--- src/rtl/gpioemu_mulx_if.sv ---
// rtl/gpioemu_mulx_if.sv - srd/swr register bus for gpioemu_mulx
//
// Purpose: groups the emulated system-bus signals of the multiplier
// peripheral so the peripheral and its bus master share one definition.
//
// Signals:
//   saddress   32      bus address
//   srd        1       read strobe (level)
//   swr        1       write strobe (level)
//   sdata_in   DATA_W  write data
//   sdata_out  DATA_W  registered read data, driven by the peripheral
//
// Modports:
//   master  drives address, strobes and write data; samples sdata_out
//   slave   the peripheral side

interface gpioemu_mulx_if #(
   parameter int DATA_W = 32
);
   logic [31:0]       saddress;
   logic              srd;
   logic              swr;
   logic [DATA_W-1:0] sdata_in;
   logic [DATA_W-1:0] sdata_out;

   modport master (
      output saddress,
      output srd,
      output swr,
      output sdata_in,
      input  sdata_out
   );

   modport slave (
      input  saddress,
      input  srd,
      input  swr,
      input  sdata_in,
      output sdata_out
   );
endinterface

--- src/rtl/gpioemu_mulx.sv ---
// rtl/gpioemu_mulx.sv - memory-mapped shift-add multiplier with popcount and irq
//
// Purpose: multiplies operands A1 and A2 written over the srd/swr bus using
// a one-bit-per-cycle shift-add datapath, then publishes the product W, its
// population count L and a status word B. Raises a level irq on completion
// when CTRL.IE is set; reading B clears the pending interrupt.
//
// Register map (index k at BASE_ADDR + k*ADDR_STRIDE):
//   0 A1 RW | 1 A2 RW, write starts | 2 W RO | 3 L RO | 4 B RO | 5 CTRL RW (bit0 IE)
//   B = {VALID, A2_BIG, A1_BIG, BUSY, OVF} in bits [4:0]
//
// Ports:
//   clk       system clock, all state on posedge
//   n_reset   asynchronous active-low reset
//   bus       gpioemu_mulx_if.slave (saddress, srd, swr, sdata_in, sdata_out)
//   irq       completion interrupt, level
//   gpio_out  product mirror
//
// Build option: define GPIOEMU_MULX_GPIO_MIRROR_EN to make gpio_out follow W
// at each completion; otherwise gpio_out is tied to 0.

module gpioemu_mulx #(
   parameter int          DATA_W      = 32,
   parameter int          ARG_W       = 24,
   parameter logic [31:0] BASE_ADDR   = 32'h2C8,
   parameter int          ADDR_STRIDE = 8
) (
   input  logic              clk,
   input  logic              n_reset,
   gpioemu_mulx_if.slave     bus,
   output logic              irq,
   output logic [DATA_W-1:0] gpio_out
);
   localparam int          PW     = 2 * ARG_W;
   localparam int          LW     = $clog2(DATA_W + 1);
   localparam int          CW     = $clog2(ARG_W + 1);
   localparam logic [31:0] STRIDE = 32'(ADDR_STRIDE);
   localparam logic [CW-1:0] LAST = CW'(ARG_W - 1);

   typedef enum logic [1:0] {
      S_IDLE,
      S_MUL,
      S_CNT
   } state_t;

   state_t state_q, state_d;

   // Strobes, address and data are registered together so the decode in the
   // edge cycle sees the address that accompanied the strobe.
   logic              srd_q, srd_qq, swr_q, swr_qq;
   logic [31:0]       addr_q;
   logic [DATA_W-1:0] wdata_q;

   logic [DATA_W-1:0] a1, a2, w;
   logic [LW-1:0]     l;
   logic              ovf, a1_big, a2_big, valid, ie, irq_pend;

   logic [PW-1:0]     acc, mcand;
   logic [ARG_W-1:0]  mplier;
   logic [CW-1:0]     cnt;

   logic              wr_ev, rd_ev, hit;
   logic [31:0]       off, slot;
   logic [2:0]        idx;
   logic              wr_a1, wr_a2, wr_ctrl, rd_b;
   logic              a1_big_new, a2_big_new, start, abort, done, busy;
   logic [PW+DATA_W-1:0] acc_wide;
   logic [DATA_W-1:0] w_next;
   logic              ovf_next;
   logic [LW-1:0]     pop;
   logic [DATA_W-1:0] rd_data;

   always_ff @(posedge clk or negedge n_reset) begin
      if (!n_reset) begin
         srd_q   <= 1'b0;
         srd_qq  <= 1'b0;
         swr_q   <= 1'b0;
         swr_qq  <= 1'b0;
         addr_q  <= '0;
         wdata_q <= '0;
      end else begin
         srd_q   <= bus.srd;
         srd_qq  <= srd_q;
         swr_q   <= bus.swr;
         swr_qq  <= swr_q;
         addr_q  <= bus.saddress;
         wdata_q <= bus.sdata_in;
      end
   end

   // A write edge wins over a read edge arriving in the same cycle.
   assign wr_ev = swr_q & ~swr_qq;
   assign rd_ev = srd_q & ~srd_qq & ~wr_ev;

   assign off  = addr_q - BASE_ADDR;
   assign slot = off / STRIDE;
   assign hit  = (addr_q >= BASE_ADDR) && ((off % STRIDE) == 32'd0) && (slot < 32'd6);
   assign idx  = slot[2:0];

   assign wr_a1   = wr_ev & hit & (idx == 3'd0);
   assign wr_a2   = wr_ev & hit & (idx == 3'd1);
   assign wr_ctrl = wr_ev & hit & (idx == 3'd5);
   assign rd_b    = rd_ev & hit & (idx == 3'd4);

   assign a1_big_new = |(wdata_q >> ARG_W);
   assign a2_big_new = |(wdata_q >> ARG_W);

   // Any operand write either restarts the multiply or drops back to idle.
   assign start = wr_a2 & ~a1_big & ~a2_big_new;
   assign abort = (wr_a1 | wr_a2) & ~start;
   assign busy  = (state_q != S_IDLE);

   always_ff @(posedge clk or negedge n_reset) begin
      if (!n_reset) state_q <= S_IDLE;
      else          state_q <= state_d;
   end

   always_comb begin
      state_d = state_q;
      done    = 1'b0;
      if (start) begin
         state_d = S_MUL;
      end else if (abort) begin
         state_d = S_IDLE;
      end else begin
         case (state_q)
            S_MUL: if (cnt == LAST) state_d = S_CNT;
            S_CNT: begin
               state_d = S_IDLE;
               done    = 1'b1;
            end
            default: state_d = S_IDLE;
         endcase
      end
   end

   // Zero-extending past DATA_W makes the overflow test valid even when the
   // accumulator is narrower than the bus.
   assign acc_wide = {{DATA_W{1'b0}}, acc};
   assign w_next   = acc_wide[DATA_W-1:0];
   assign ovf_next = |(acc_wide >> DATA_W);

   always_comb begin
      pop = '0;
      for (int i = 0; i < DATA_W; i++) pop = pop + LW'(w_next[i]);
   end

   always_ff @(posedge clk or negedge n_reset) begin
      if (!n_reset) begin
         a1       <= '0;
         a2       <= '0;
         w        <= '0;
         l        <= '0;
         ovf      <= 1'b0;
         a1_big   <= 1'b0;
         a2_big   <= 1'b0;
         valid    <= 1'b0;
         ie       <= 1'b0;
         irq_pend <= 1'b0;
         acc      <= '0;
         mcand    <= '0;
         mplier   <= '0;
         cnt      <= '0;
      end else begin
         if (wr_a1) begin
            a1       <= wdata_q;
            a1_big   <= a1_big_new;
            valid    <= 1'b0;
            ovf      <= 1'b0;
            irq_pend <= 1'b0;
         end
         if (wr_a2) begin
            a2       <= wdata_q;
            a2_big   <= a2_big_new;
            valid    <= 1'b0;
            ovf      <= 1'b0;
            irq_pend <= 1'b0;
         end
         if (wr_ctrl) ie <= wdata_q[0];
         if (rd_b) irq_pend <= 1'b0;

         if (start) begin
            acc    <= '0;
            mcand  <= PW'(a1[ARG_W-1:0]);
            mplier <= wdata_q[ARG_W-1:0];
            cnt    <= '0;
         end else if (state_q == S_MUL) begin
            if (mplier[0]) acc <= acc + mcand;
            mcand  <= mcand << 1;
            mplier <= mplier >> 1;
            cnt    <= cnt + CW'(1);
         end

         if (done) begin
            w        <= w_next;
            l        <= pop;
            ovf      <= ovf_next;
            valid    <= 1'b1;
            irq_pend <= 1'b1;
         end
      end
   end

   always_comb begin
      rd_data = '0;
      if (hit) begin
         case (idx)
            3'd0:    rd_data = a1;
            3'd1:    rd_data = a2;
            3'd2:    rd_data = w;
            3'd3:    rd_data = DATA_W'(l);
            3'd4:    rd_data = DATA_W'({valid, a2_big, a1_big, busy, ovf});
            3'd5:    rd_data = DATA_W'(ie);
            default: rd_data = '0;
         endcase
      end
   end

   always_ff @(posedge clk or negedge n_reset) begin
      if (!n_reset) begin
         bus.sdata_out <= '0;
         irq           <= 1'b0;
      end else begin
         if (rd_ev) bus.sdata_out <= rd_data;
         irq <= valid & ie & irq_pend;
      end
   end

`ifdef GPIOEMU_MULX_GPIO_MIRROR_EN
   always_ff @(posedge clk or negedge n_reset) begin
      if (!n_reset)  gpio_out <= '0;
      else if (done) gpio_out <= w_next;
   end
`else
   assign gpio_out = '0;
`endif

endmodule

--- src/flat_wrapper.sv ---
// flat-port wrapper written by rule: the top's interface ports become plain ports
module gpioemu_mulx_flat 
#(
   parameter int          DATA_W      = 32,
   parameter int          ARG_W       = 24,
   parameter logic [31:0] BASE_ADDR   = 32'h2C8,
   parameter int          ADDR_STRIDE = 8
)
  (clk, n_reset, irq, gpio_out, bus_saddress, bus_srd, bus_swr, bus_sdata_in, bus_sdata_out);
  gpioemu_mulx_if #(.DATA_W(DATA_W)) bus_i ();
  input  logic clk;
  input  logic n_reset;
  output logic irq;
  output logic [DATA_W-1:0] gpio_out;
  input wire logic [$bits(bus_i.saddress)-1:0] bus_saddress;
  input wire logic [$bits(bus_i.srd)-1:0] bus_srd;
  input wire logic [$bits(bus_i.swr)-1:0] bus_swr;
  input wire logic [$bits(bus_i.sdata_in)-1:0] bus_sdata_in;
  output wire logic [$bits(bus_i.sdata_out)-1:0] bus_sdata_out;
  assign bus_i.saddress = bus_saddress;
  assign bus_i.srd = bus_srd;
  assign bus_i.swr = bus_swr;
  assign bus_i.sdata_in = bus_sdata_in;
  assign bus_sdata_out = bus_i.sdata_out;
  gpioemu_mulx #(.DATA_W(DATA_W), .ARG_W(ARG_W), .BASE_ADDR(BASE_ADDR), .ADDR_STRIDE(ADDR_STRIDE)) u_core (.clk(clk), .n_reset(n_reset), .bus(bus_i), .irq(irq), .gpio_out(gpio_out));
endmodule
--- config.mk ---
export PLATFORM = sky130hd
export DESIGN_NAME = gpioemu_mulx_flat
export DESIGN_NICKNAME = d
export VERILOG_FILES = /design/src/rtl/gpioemu_mulx_if.sv /design/src/rtl/gpioemu_mulx.sv /design/src/flat_wrapper.sv
export SDC_FILE = /design/constraint.sdc
export NUM_CORES = 1
export LEC_CHECK = 0
export CAP_MARGIN = 20
export CORE_MARGIN = 5
export CORE_UTILIZATION = 59
export DETAILED_ROUTE_END_ITERATION = 16
export PLACE_DENSITY_LB_ADDON = 0.3
export SYNTH_ARGS = -nofsm -noshare
export SYNTH_HDL_FRONTEND = slang
export SYNTH_SLANG_ARGS = --single-unit
--- constraint.sdc ---
create_clock -name clk -period 7 [get_ports clk]
set_input_delay 1.05 -clock clk [delete_from_list [all_inputs] [get_ports clk]]
set_output_delay 1.05 -clock clk [all_outputs]
set_load 0.01 [all_outputs]
; After elaboration in Yosys (flattened, before gate mapping)
; Cells that the tools add are included.
[op_classes]
add_sub_neg = 34
n_mul = 0
div = 0
magnitude_cmp = 2
n_eq_ne = 9
shift = 0
mux = 24
n_bitwise = 21
n_reduce_logical = 12
[op_table]
columns = operator, count
row1 = two-way mux 48 bit, 5
row2 = case mux 32 bit (6 select lines), 1
row3 = adder 6 x 1 -> 6 bit, 30
row4 = adder 48 bit, 1
row5 = two-way mux 24 bit, 2
row6 = ">= comparator 32 x 10 -> 1 bit, second input constant", 1
row7 = zero test 32 bit, 1
row8 = two-way mux 32 bit, 1
row9 = "subtractor 32 x 10 -> 32 bit, second input constant", 1
row10 = "< comparator 29 x 3 -> 1 bit, second input constant", 1
row11 = OR reduction 16 bit, 1
row12 = AND 1 bit, 14
row13 = two-way mux 5 bit, 2
row14 = two-way mux 1 bit, 9
row15 = two-way mux 2 bit, 4
row16 = OR reduction 8 bit, 1
row17 = "equality test 3 x 2 -> 1 bit, second input constant", 2
row18 = "equality test 3 bit, second input constant", 2
row19 = NOT 1 bit, 6
row20 = nonzero test 2 bit, 3
row21 = "adder 5 x 1 -> 5 bit, second input constant", 1
row22 = "equality test 5 bit, second input constant", 1
row23 = "!= test 4 x 1 -> 1 bit, second input constant", 1
row24 = nonzero test 4 bit, 1
row25 = other kinds (9), 10
[word_totals]
reg_bits = 336
latch_bits = 0
ram_bits = 0
rom_bits = 0
inputBits = 68
output_inout_bits = 65
elab_cells = 125
n_memories = 0

; Depth between registers and ports, before layout
; Gate-level depths: netlist of the first run.
[logic_depth]
word_depth = 31
ltp_mapped = 17
mapped_depth_nobuf = 17

; Least setup slack after synthesis of the first run
; No wires, ideal clock.
[synth_timing]
path_type = register -> register
startpoint = register u_core.acc[1]
endpoint = register u_core.l[4]
setup_ns = 0.130
t_arrival_ns = 5.068
required_ns = 6.870
path_slack_ns = 1.801
stages_incl_launch_ff = 18
n_path_buf = 0
synth_period_minus_slack_ns = 5.199
path_cell_list = dfrtp_1 -> ha_1 -> inv_1 -> fa_1 -> inv_1 -> fa_1 -> fa_1 -> fa_1 -> fa_1 -> inv_1 -> fa_1 -> inv_1 -> fa_1 -> fa_1 -> a21o_1 -> a21oi_1 -> xor2_1 -> o21ai_0
[synth_between]
elab_chain_len = 31
[synth_lines]
columns = element, line_no
row1 = start: declaration, gpioemu_mulx.sv:58  ; logic [PW-1:0] acc, mcand;
row2 = start signal: assignment, gpioemu_mulx.sv:188  ; if (mplier[0]) acc <= acc + mcand;
row3 = adder 1 x 1 -> 2 bit, gpioemu_mulx.sv:145  ; for (int i = 0; i < DATA_W; i++) pop = pop + LW'(w_next[i]);
row4 = adder 6 x 1 -> 6 bit (30 in a row), gpioemu_mulx.sv:145
row5 = end signal: assignment, gpioemu_mulx.sv:196  ; l <= pop;
row6 = end: declaration, gpioemu_mulx.sv:55  ; logic [LW-1:0] l;
; No other way between the ends.
; A chain may end at the register's enable or synchronous reset.

; Worst setup path in the final report of the first run
; Ends and elaborated chain as after synthesis.

==> flow_metrics.env, run 1 <==
export IMPL_power_density_mw_per_mm2=211
export IMPL_synthCells=1601
export IMPL_gr_total_overflow=0
export IMPL_rsz0062_at_grt="no"
export IMPL_io_buffers=100
export IMPL_totalNegativeSetupSlack_ns=0
export IMPL_core_mm2=0.0285
export IMPL_rows=62
export IMPL_grt_pass1_wl_um=64400
export IMPL_finalHoldViolations=0
export IMPL_skew_ns=0.0117
export IMPL_numCtsBuffers=37
export IMPL_syn_area_mm2=0.0169
export IMPL_clkSlewWorstSetupHoldPaths_ns=0.06
export IMPL_wirelength_um=39500
export IMPL_synth_main_ff_cell="dfrtp_1"
export IMPL_cts_resized=0
export IMPL_start_util=0.593
export IMPL_critPathMaxFanout=5
export IMPL_die_h_um=179
export IMPL_cts_buffer_depth=3
export IMPL_ios=133
export IMPL_yosys_cell_count_top_type="dfrtp_1"
export IMPL_area_growth_syn_to_layout_pct=13.8
export IMPL_path_cells="ha_1, inv_1, fa_1, inv_1, fa_1, fa_1, fa_1, fa_1, inv_1, fa_1, inv_1, fa_1, fa_1, a21o_1, a21oi_1, xor2_1, o21ai_0"
export IMPL_yosys_area_top_type="dfrtp_1"
export IMPL_drc=0
export IMPL_synth_cell_types=71
export IMPL_die_w_um=179
export IMPL_num_vias=12284
export IMPL_synth_edf_count=0
export IMPL_vias_per_cell=5.90
export IMPL_drv_cap=0
export IMPL_cts_sinks=336
export IMPL_max_freq_mhz=185
export IMPL_antenna_found_initial=0
export IMPL_outcome="completed"
export IMPL_grt_usage=0.247
export IMPL_hold_class="register to register"
export IMPL_drt_pass1_iterations=6
export IMPL_synth_seq_area_share=0.497
export IMPL_slowest_delay_ns=0.54
export IMPL_synth_seq_cells=336
export IMPL_async_flop_share=1.00
export IMPL_synth_avg_cell_area_um2=10.6
export IMPL_root_buffer="clkbuf_16"
export IMPL_ir_worst_vdd_mv=0.128
export IMPL_drt_iter0_drc=967
export IMPL_layout_drive_gt1_share=0.113
export IMPL_yosysTopAreaCellShare=0.497
export IMPL_wire_per_inst_um=19.0
export IMPL_dp_hpwl_um=26600
export IMPL_cts_tree="yes"
export IMPL_finalCritPeriodShare=0.771
export IMPL_crit_top_cell="fa_1"
export IMPL_grt_pass1_vias=12446
export IMPL_die_area_mm2=0.0322
export IMPL_required_ns=7.38
export IMPL_yosys_top_cells_count="dfrtp_1 (336), nand2_1 (240), a21oi_1 (128)"
export IMPL_clock_latency_ns=0.52
export IMPL_cp_data_arrival_time_ns=5.78
export IMPL_start_kind="register"
export IMPL_layout_nets=1827
export IMPL_diodes=0
export IMPL_finalMaxSlewViolations=0
export IMPL_h_tree_depth=2
export IMPL_synth_area_leaders="dfrtp_1 (50%), mux2_2 (6.3%), nand2_1 (5.3%), ha_1 (4.5%), a21oi_1 (3.8%)"
export IMPL_tightest_slew_ns=0.957
export IMPL_cp_slowest_cell="fa_1"
export IMPL_end_kind="register"
export IMPL_hold_slack_ns=0.371
export IMPL_relSlewSlack=0.362
export IMPL_p_leak_nw=9.29
export IMPL_grt_max_degree=146
export IMPL_crit_family="adder cells"
export IMPL_drtAntennaViolNets=0
export IMPL_hold_buffers=0
export IMPL_rrSetupSlack_ns=1.60
export IMPL_post_cts_buffers=0
export IMPL_period_needed_ns=5.40
export IMPL_gp_congestion=0.936
export IMPL_ys_warn_count=0
export IMPL_cp_num_buf_inv=4
export IMPL_final_setup_viol_count=0
export IMPL_worstSetupPathType="register to register"
## worst register-to-register path, delay by kind of cell, from the launching register on
kind	cells	cell delay, ns
DFF	1	0.43
xor gates and xnor gates	1	0.15
adders and majority gates	9	4.05
AOI/OAI and AO/OA	3	0.44
buffers and inverters	4	0.20
## final timing paths
kind                          startpoint          endpoint  cells past startpoint
min in group asynchronous        n_reset  u_core.addr_q[2]                      1
setup reg to reg           u_core.acc[1]       u_core.l[4]                     17
max in group asynchronous        n_reset    u_core.acc[27]                      2
hold reg to reg             u_core.swr_q     u_core.swr_qq                      0
setup / recovery           u_core.acc[1]       u_core.l[4]                     17
hold / removal              u_core.swr_q     u_core.swr_qq                      0
## layout by cell type, fill, tap and decap left out, types with 32 or more instances in the layout
cell and n:
dfrtp_1 336, nand2_1 239, a21oi_1 128, clkdlybuf4s50_1 99, mux2_2 95, o21ai_0 93, nor2_1 78, ha_1 61
inv_1 55, mux2i_1 49, clkbuf_16 38, a22oi_1 34, a22o_1 33, conb_1 32
## sequential cells by signal (all words and copies together), names as in the netlist, 32 cells and up
register and cells:
u_core.mcand 48, u_core.bus.sdata_out 32, u_core.addr_q 32, u_core.w 32, u_core.a2 32, u_core.acc 48, u_core.wdata_q 32, u_core.a1 32
## power breakdown
part,total (mW),leakage [nW],switching [mW],internal [mW]
registers,1.98,4.54,0.0194,1.96
logic,0.127,4.16,0.0797,0.0469
clock network,1.95,0.597,0.769,1.18
## routing by layer
layer | track usage | up-vias | part of all wire
li1 | - | 5683 | -
met1 | 0.338 | 6121 | 0.44
met2 | 0.403 | 401 | 0.47
met3 | 0.0531 | 79 | 0.066
met4 | 0.0676 | 0 | 0.025
met5 | 0 | - | 0
## through the flow
| stage | area [µm²] | setup WS (ns) | util | power, mW | std cells |
|---|---|---|---|---|---|
| 2_1_floorplan | 17000 | 1.80 | - | 2.06 | 1632 |
| 3_3_place_gp | 18000 | 1.66 | 0.632 | 2.14 | 2018 |
| 3_5_place_dp | 18000 | 1.59 | 0.632 | 2.14 | 2018 |
| 4_1_cts | 19300 | 1.58 | 0.675 | 4.09 | 2083 |
| 5_1_grt | 19300 | 1.39 | 0.675 | 4.19 | 2083 |
| 6_report | 19300 | 1.60 | 0.675 | 4.06 | 2083 |
## cell type report
cell class	count	area [µm²]
fillers	2140	9280
flip-flops and latches	336	8410
multi-input cells	1127	7800
repair buffers	116	1150
clock buffers	56	1090
well taps	384	480
inverters	55	206
clock inverters	9	134
## cell families (layout without fill, tap and decap cells)
kind of cell    Yosys count  after routing  share of synthesized area
compound gates          386            386                      0.145
mux                     144            144                     0.0922
buf+inv                 169            236                     0.0511
simple gates            426            426                      0.113
flops                   336            336                      0.497
xor+xnor                 53             53                     0.0274
fa+ha+maj                86             86                     0.0747
other cells               1             32                   0.000222
Note: power is estimated with default switching activity, not from simulation.
==> run 2, diff against run 1 <==
==> constraint.sdc (replaced) <==
create_clock -name clk -period 5.01 [get_ports clk]
set_input_delay 0.7515 -clock clk [delete_from_list [all_inputs] [get_ports clk]]
set_output_delay 0.7515 -clock clk [all_outputs]
set_load 0.01 [all_outputs]
==> run 2 against run 1 <==
Net effect:
- the run now ends with negative setup slack left
- total power rose by 42%
- clock skew increased by 0.014 ns
- first-iteration DRC count rose by 2.4%
- sequential share of layout area fell by 0.48 points
- global-route usage grew 0.77 points
- combinational power increased by 42%
- clock power is 46% higher
- via count increased by 0.81%
- final area rose by 1.1%
- critical path depth stayed put
- worst setup slack got worse by 1.7 ns
- fmax is 6.0% higher
- largest cell class unchanged
- highest routed layer unchanged
==> flow_metrics.env, run 2 (synthesis gave the netlist of run 1 again) <==
export IMPL_h_tree_depth=2
export IMPL_grt_pass1_vias=12493
export IMPL_final_setup_viol_count=2
export IMPL_violations="negative setup slack"
export IMPL_wl_met1_um=17500
export IMPL_slowest_delay_ns=0.51
export IMPL_fin_util=0.683
export IMPL_relSlewSlack=0.316
export IMPL_drv_cap=0
export IMPL_required_ns=5.39
export IMPL_start_kind="register"
export IMPL_hold_buffers=0
export IMPL_cts_sinks=336
export IMPL_p_leak_nw=9.39
export IMPL_max_freq_mhz=196
export IMPL_skew_ns=0.0256
export IMPL_hold_class="input port to async pin"
export IMPL_numCtsBuffers=37
export IMPL_vias_per_cell=5.90
export IMPL_drt_iter0_drc=990
export IMPL_dr_wl_met3_um=2850
export IMPL_drtAntennaViolNets=0
export IMPL_highest_layer="met4"
export IMPL_critPathMaxFanout=2
export IMPL_num_vias=12384
export IMPL_wire_per_inst_um=19.1
export IMPL_crit_top_cell="fa_1"
export IMPL_gp_congestion=0.923
export IMPL_die_w_um=179
export IMPL_gr_total_overflow=0
export IMPL_fillers=2158
export IMPL_layout_nets=1842
export IMPL_layout_drive_gt1_share=0.126
export IMPL_layout_common_cells="dfrtp_1 (336), nand2_1 (239), a21oi_1 (126)"
export IMPL_rsz0062_at_grt="yes"
export IMPL_period_needed_ns=5.09
export IMPL_area_growth_syn_to_layout_pct=15.1
export IMPL_end_kind="register"
export IMPL_cts_tree="yes"
export IMPL_grt_usage=0.254
export IMPL_multi_input_area_mm2=0.00782
export IMPL_cp_slowest_cell="fa_1"
export IMPL_finalHoldViolations=0
export IMPL_die_h_um=179
export IMPL_finalMaxSlewViolations=0
export IMPL_drt_pass1_iterations=6
export IMPL_grt_max_degree=125
export IMPL_diodes=0
export IMPL_finalCritPeriodShare=1.02
export IMPL_worstSetupPathType="register to register"
export IMPL_core_mm2=0.0285
export IMPL_io_buffers=100
export IMPL_root_buffer="clkbuf_16"
export IMPL_cts_buffer_depth=3
export IMPL_mostFrequentLayoutCell="dfrtp_1"
export IMPL_power_density_mw_per_mm2=297
export IMPL_clock_latency_ns=0.53
export IMPL_tightest_slew_ns=1.03
export IMPL_ff_latch_area_mm2=0.00841
export IMPL_dp_hpwl_um=27700
export IMPL_layout_setup_ws_ns=-0.0803
export IMPL_grt_pass1_wl_um=66000
export IMPL_path_cells="ha_1, inv_1, fa_1, inv_1, fa_1, fa_1, fa_1, fa_1, inv_1, fa_1, inv_1, fa_2, fa_2, a21o_1, a21oi_2, xor2_1, o21ai_1"
export IMPL_start_util=0.593
export IMPL_wl_met2_um=18900
export IMPL_antenna_found_initial=1
export IMPL_p_total_mw=5.78
export IMPL_ios=133
export IMPL_reg_largest_list="u_core.acc: 48 flops, u_core.mcand: 48 flops"
export IMPL_wirelength_um=40100
export IMPL_cp_data_arrival_time_ns=5.47
export IMPL_rows=62
export IMPL_die_area_mm2=0.0322
export IMPL_drc=0
export IMPL_outcome="complete, but fails checks"
export IMPL_totalNegativeSetupSlack_ns=-0.0877
export IMPL_ir_worst_vdd_mv=0.243
export IMPL_clkSlewWorstSetupHoldPaths_ns=0.06
run 2: cell types whose count changed in the layout (fill, tap and decap cells not counted), moves of 2 or more:
cell and delta:
a21oi_2 +2, fa_1 -2, bufinv_16 +2, clkinvlp_4 +3, clkbuf_1 -2, clkbuf_8 -3, fa_2 +2, a21oi_1 -2
buf_4 +14
run 2: per-layer routing:
| metal | vias up | track usage |
|---|---|---|
| li1 | 5733 | - |
| met1 | 6157 | 0.366 |
| met2 | 417 | 0.410 |
| met3 | 77 | 0.0401 |
| met4 | 0 | 0.0647 |
| met5 | - | 0 |
run 2: cell type report:
| type | count | area share |
|---|---|---|
| clock buffer | 51 | 0.0534 |
| inverter | 55 | 0.0106 |
| multi-input combinational | 1127 | 0.401 |
| tap | 384 | 0.0247 |
| timing repair buffer | 131 | 0.0655 |
| sequential | 336 | 0.432 |
| clock inverter | 16 | 0.0130 |
run 2: critical path, delay by kind of cell (launching register included):
family	cells	cell delay (ns)
flip-flops	1	0.39
buffers and inverters	4	0.20
XOR/XNOR	1	0.15
adder cells (fa/ha/maj)	9	3.84
AO/OA/AOI/OAI	3	0.39
run 2: timing repair:
item,CTS,global route
pin swaps,0,2
endpoints found under the setup margin,1,5
resized for setup,1,2
endpoints found under the hold margin,0,0
buffers inserted,0,2
gates cloned,0,0
run 2: metrics by stage:
stage | instances | hold WS [ns] | cell area (µm²) | worst slack (ns)
floorplan | 1632 | 0.347 | 17100 | 0.00810
global placement | 2031 | 0.354 | 18200 | -0.0437
detailed placement | 2031 | 0.363 | 18200 | -0.0966
CTS | 2098 | 0.367 | 19500 | -0.0969
global route | 2100 | 0.385 | 19500 | -0.295
finish | 2100 | 0.321 | 19500 | -0.0803
run 2: power breakdown:
group,internal [mW],total (mW),switching (mW)
registers,2.74,2.77,0.0272
logic,0.0673,0.180,0.113
clock network,1.73,2.84,1.10
run 2: final timing paths:
| kind | startpoint | to | slack, ns | cells past startpoint |
|---|---|---|---|---|
| setup / recovery | u_core.acc[1] | u_core.l[4] | -0.08 | 17 |
| hold / removal | n_reset | u_core.cnt[0] | 0.32 | 1 |
| setup reg to reg | u_core.acc[1] | u_core.l[4] | -0.08 | 17 |
| hold reg to reg | u_core.swr_q | u_core.swr_qq | 0.37 | 0 |
| max in group asynchronous | n_reset | u_core.addr_q[14] | 3.53 | 2 |
| min in group clk | u_core.swr_q | u_core.swr_qq | 0.37 | 0 |
==> run 3, diff against run 2 <==
--- a/config.mk
+++ b/config.mk
@@ -10,6 +10,7 @@
 export CORE_UTILIZATION = 59
 export DETAILED_ROUTE_END_ITERATION = 16
 export PLACE_DENSITY_LB_ADDON = 0.3
+export SLEW_MARGIN = 30
 export SYNTH_ARGS = -nofsm -noshare
 export SYNTH_HDL_FRONTEND = slang
 export SYNTH_SLANG_ARGS = --single-unit
==> run 3 against run 2 <==
Net effect:
- the flow still finishes with violations (negative setup slack)
- via count is 0.86% higher
- first-iteration DRC count is 7.4% lower
- routed wire length is 0.59% higher
- combinational power hardly changed
- critical path depth stayed put
- total power is 0.19% higher
- fmax is 0.11% higher
- sequential share of layout area is 0.061 points lower
- flip-flop and latch count stayed put
- critical path type unchanged
- largest cell class unchanged
==> flow_metrics.env, run 3 (synthesis gave the netlist of run 1 again) <==
export IMPL_io_buffers=100
export IMPL_power_density_mw_per_mm2=297
export IMPL_grt_usage=0.254
export IMPL_drtAntennaViolNets=0
export IMPL_hold_class="input port to async pin"
export IMPL_skew_ns=0.0258
export IMPL_p_int_mw=4.54
export IMPL_sw_frac_of_total=0.216
export IMPL_clkPwrFrac=0.491
export IMPL_required_ns=5.40
export IMPL_seqPwrFrac=0.478
export IMPL_worstSetupPathType="register to register"
export IMPL_drv_cap=0
export IMPL_vias_per_cell=5.94
export IMPL_finalHoldViolations=0
export IMPL_ios=133
export IMPL_cp_slowest_cell="fa_1"
export IMPL_grt_pass1_vias=12493
export IMPL_diodes=0
export IMPL_p_leak_nw=9.40
export IMPL_drt_iter0_drc=917
export IMPL_crit_top_cell="fa_1"
export IMPL_rows=62
export IMPL_end_kind="register"
export IMPL_multi_input_area_mm2=0.00782
export IMPL_rsz0062_at_grt="yes"
export IMPL_period_needed_ns=5.08
export IMPL_layout_setup_ws_ns=-0.0744
export IMPL_totalNegativeSetupSlack_ns=-0.0838
export IMPL_root_buffer="clkbuf_16"
export IMPL_gr_total_overflow=0
export IMPL_violations="negative setup slack"
export IMPL_ff_latch_area_mm2=0.00841
export IMPL_mostFrequentLayoutCell="dfrtp_1"
export IMPL_drt_pass1_iterations=5
export IMPL_die_w_um=179
export IMPL_drc=0
export IMPL_layout_nets=1843
export IMPL_layout_cells_non_filler=2101
export IMPL_core_mm2=0.0285
export IMPL_finalMaxSlewViolations=0
export IMPL_layout_common_cells="dfrtp_1 (336), nand2_1 (239), a21oi_1 (126)"
export IMPL_numCtsBuffers=37
export IMPL_clock_latency_ns=0.54
export IMPL_ir_worst_vdd_mv=0.242
export IMPL_fillers=2152
export IMPL_critPathMaxFanout=2
export IMPL_h_tree_depth=2
export IMPL_num_vias=12490
export IMPL_layout_drive_gt1_share=0.126
export IMPL_dp_cells=2031
export IMPL_clkSlewWorstSetupHoldPaths_ns=0.06
export IMPL_path_cells="ha_1, inv_1, fa_1, inv_1, fa_1, fa_1, fa_1, fa_1, inv_1, fa_1, inv_1, fa_2, fa_2, a21o_1, a21oi_2, xor2_1, o21ai_1"
export IMPL_die_area_mm2=0.0322
export IMPL_cts_buffer_depth=3
export IMPL_relSlewSlack=0.329
export IMPL_dp_hpwl_um=27700
export IMPL_grt_max_degree=125
export IMPL_slowest_delay_ns=0.51
export IMPL_antenna_found_initial=1
export IMPL_combPwrFrac=0.032
export IMPL_tightest_slew_ns=1.01
export IMPL_wirelength_um=40400
export IMPL_finalCritPeriodShare=1.01
export IMPL_grt_pass1_wl_um=66000
export IMPL_wire_per_inst_um=19.2
export IMPL_gp_congestion=0.923
export IMPL_die_h_um=179
export IMPL_cts_sinks=336
export IMPL_area_growth_syn_to_layout_pct=15.3
export IMPL_p_sw_mw=1.25
export IMPL_max_freq_mhz=197
export IMPL_reg_largest_list="u_core.acc: 48 flops, u_core.mcand: 48 flops"
export IMPL_start_util=0.593
export IMPL_start_kind="register"
export IMPL_final_setup_viol_count=2
export IMPL_cp_data_arrival_time_ns=5.48
export IMPL_cts_tree="yes"
export IMPL_outcome="complete, but fails checks"
-- run 3: worst paths after layout --
kind / from / endpoint / slack (ns) / cells after the start
worst max-delay path: u_core.acc[1] / u_core.l[4] / -0.07 / 17
worst min-delay path: n_reset / u_core.cnt[0] / 0.15 / 1
worst max register to register: u_core.acc[1] / u_core.l[4] / -0.07 / 17
worst min register to register: u_core.srd_q / u_core.srd_qq / 0.37 / 0
max in group asynchronous: n_reset / u_core.addr_q[14] / 3.54 / 3
min in group clk: u_core.srd_q / u_core.srd_qq / 0.37 / 0
-- run 3: layer usage --
layer	routed length (µm)	vias up	GRT usage	share of wire
met5	0	-	0	0
met4	946	0	0.0647	0.023
met3	2960	80	0.0401	0.073
met2	19000	445	0.410	0.47
met1	17500	6223	0.366	0.43
li1	-	5742	-	-
-- run 3: power by group through the flow --
stage               Sequential (mW)  Combinational (mW)  Clock, mW
floorplan                      2.81              0.0710          0
CTS                            2.77               0.183       2.89
detailed placement             2.82               0.181          0
finish                         2.77               0.183       2.84
global route                   2.77               0.205       3.00
global placement               2.82               0.177          0
-- run 3: cell type report --
cell class,instances,share of cell area
Multi-Input combinational cell,1127,0.401
Clock inverter,16,0.0130
Clock buffer,51,0.0533
Sequential cell,336,0.431
Timing Repair Buffer,132,0.0668
Tap cell,384,0.0246
Inverter,55,0.0106
-- run 3: critical path: cells and delay by family (launching register included) --
family	cells	cell delay, ns
adder cells (fa/ha/maj)	9	3.84
flip-flops	1	0.39
XOR/XNOR	1	0.15
buffers and inverters	4	0.20
AO/OA/AOI/OAI	3	0.39
-- run 3: timing repair --
| action | in CTS | in global routing |
|---|---|---|
| setup buffers | 0 | 2 |
| setup endpoints to repair | 1 | 4 |
| hold buffers | 0 | 0 |
| resized for setup | 1 | 2 |
| pin swaps | 0 | 2 |
-- run 3: metrics by stage --
stage | power, mW | hold slack (ns) | cell area, µm² | util | setup WS, ns
5_1_grt | 5.98 | 0.180 | 19500 | 0.684 | -0.290
3_3_place_gp | 2.99 | 0.354 | 18200 | 0.636 | -0.0437
3_5_place_dp | 3.00 | 0.363 | 18200 | 0.636 | -0.0966
6_report | 5.80 | 0.154 | 19500 | 0.684 | -0.0744
4_1_cts | 5.84 | 0.367 | 19500 | 0.682 | -0.0969
2_1_floorplan | 2.88 | 0.347 | 17100 | - | 0.00810
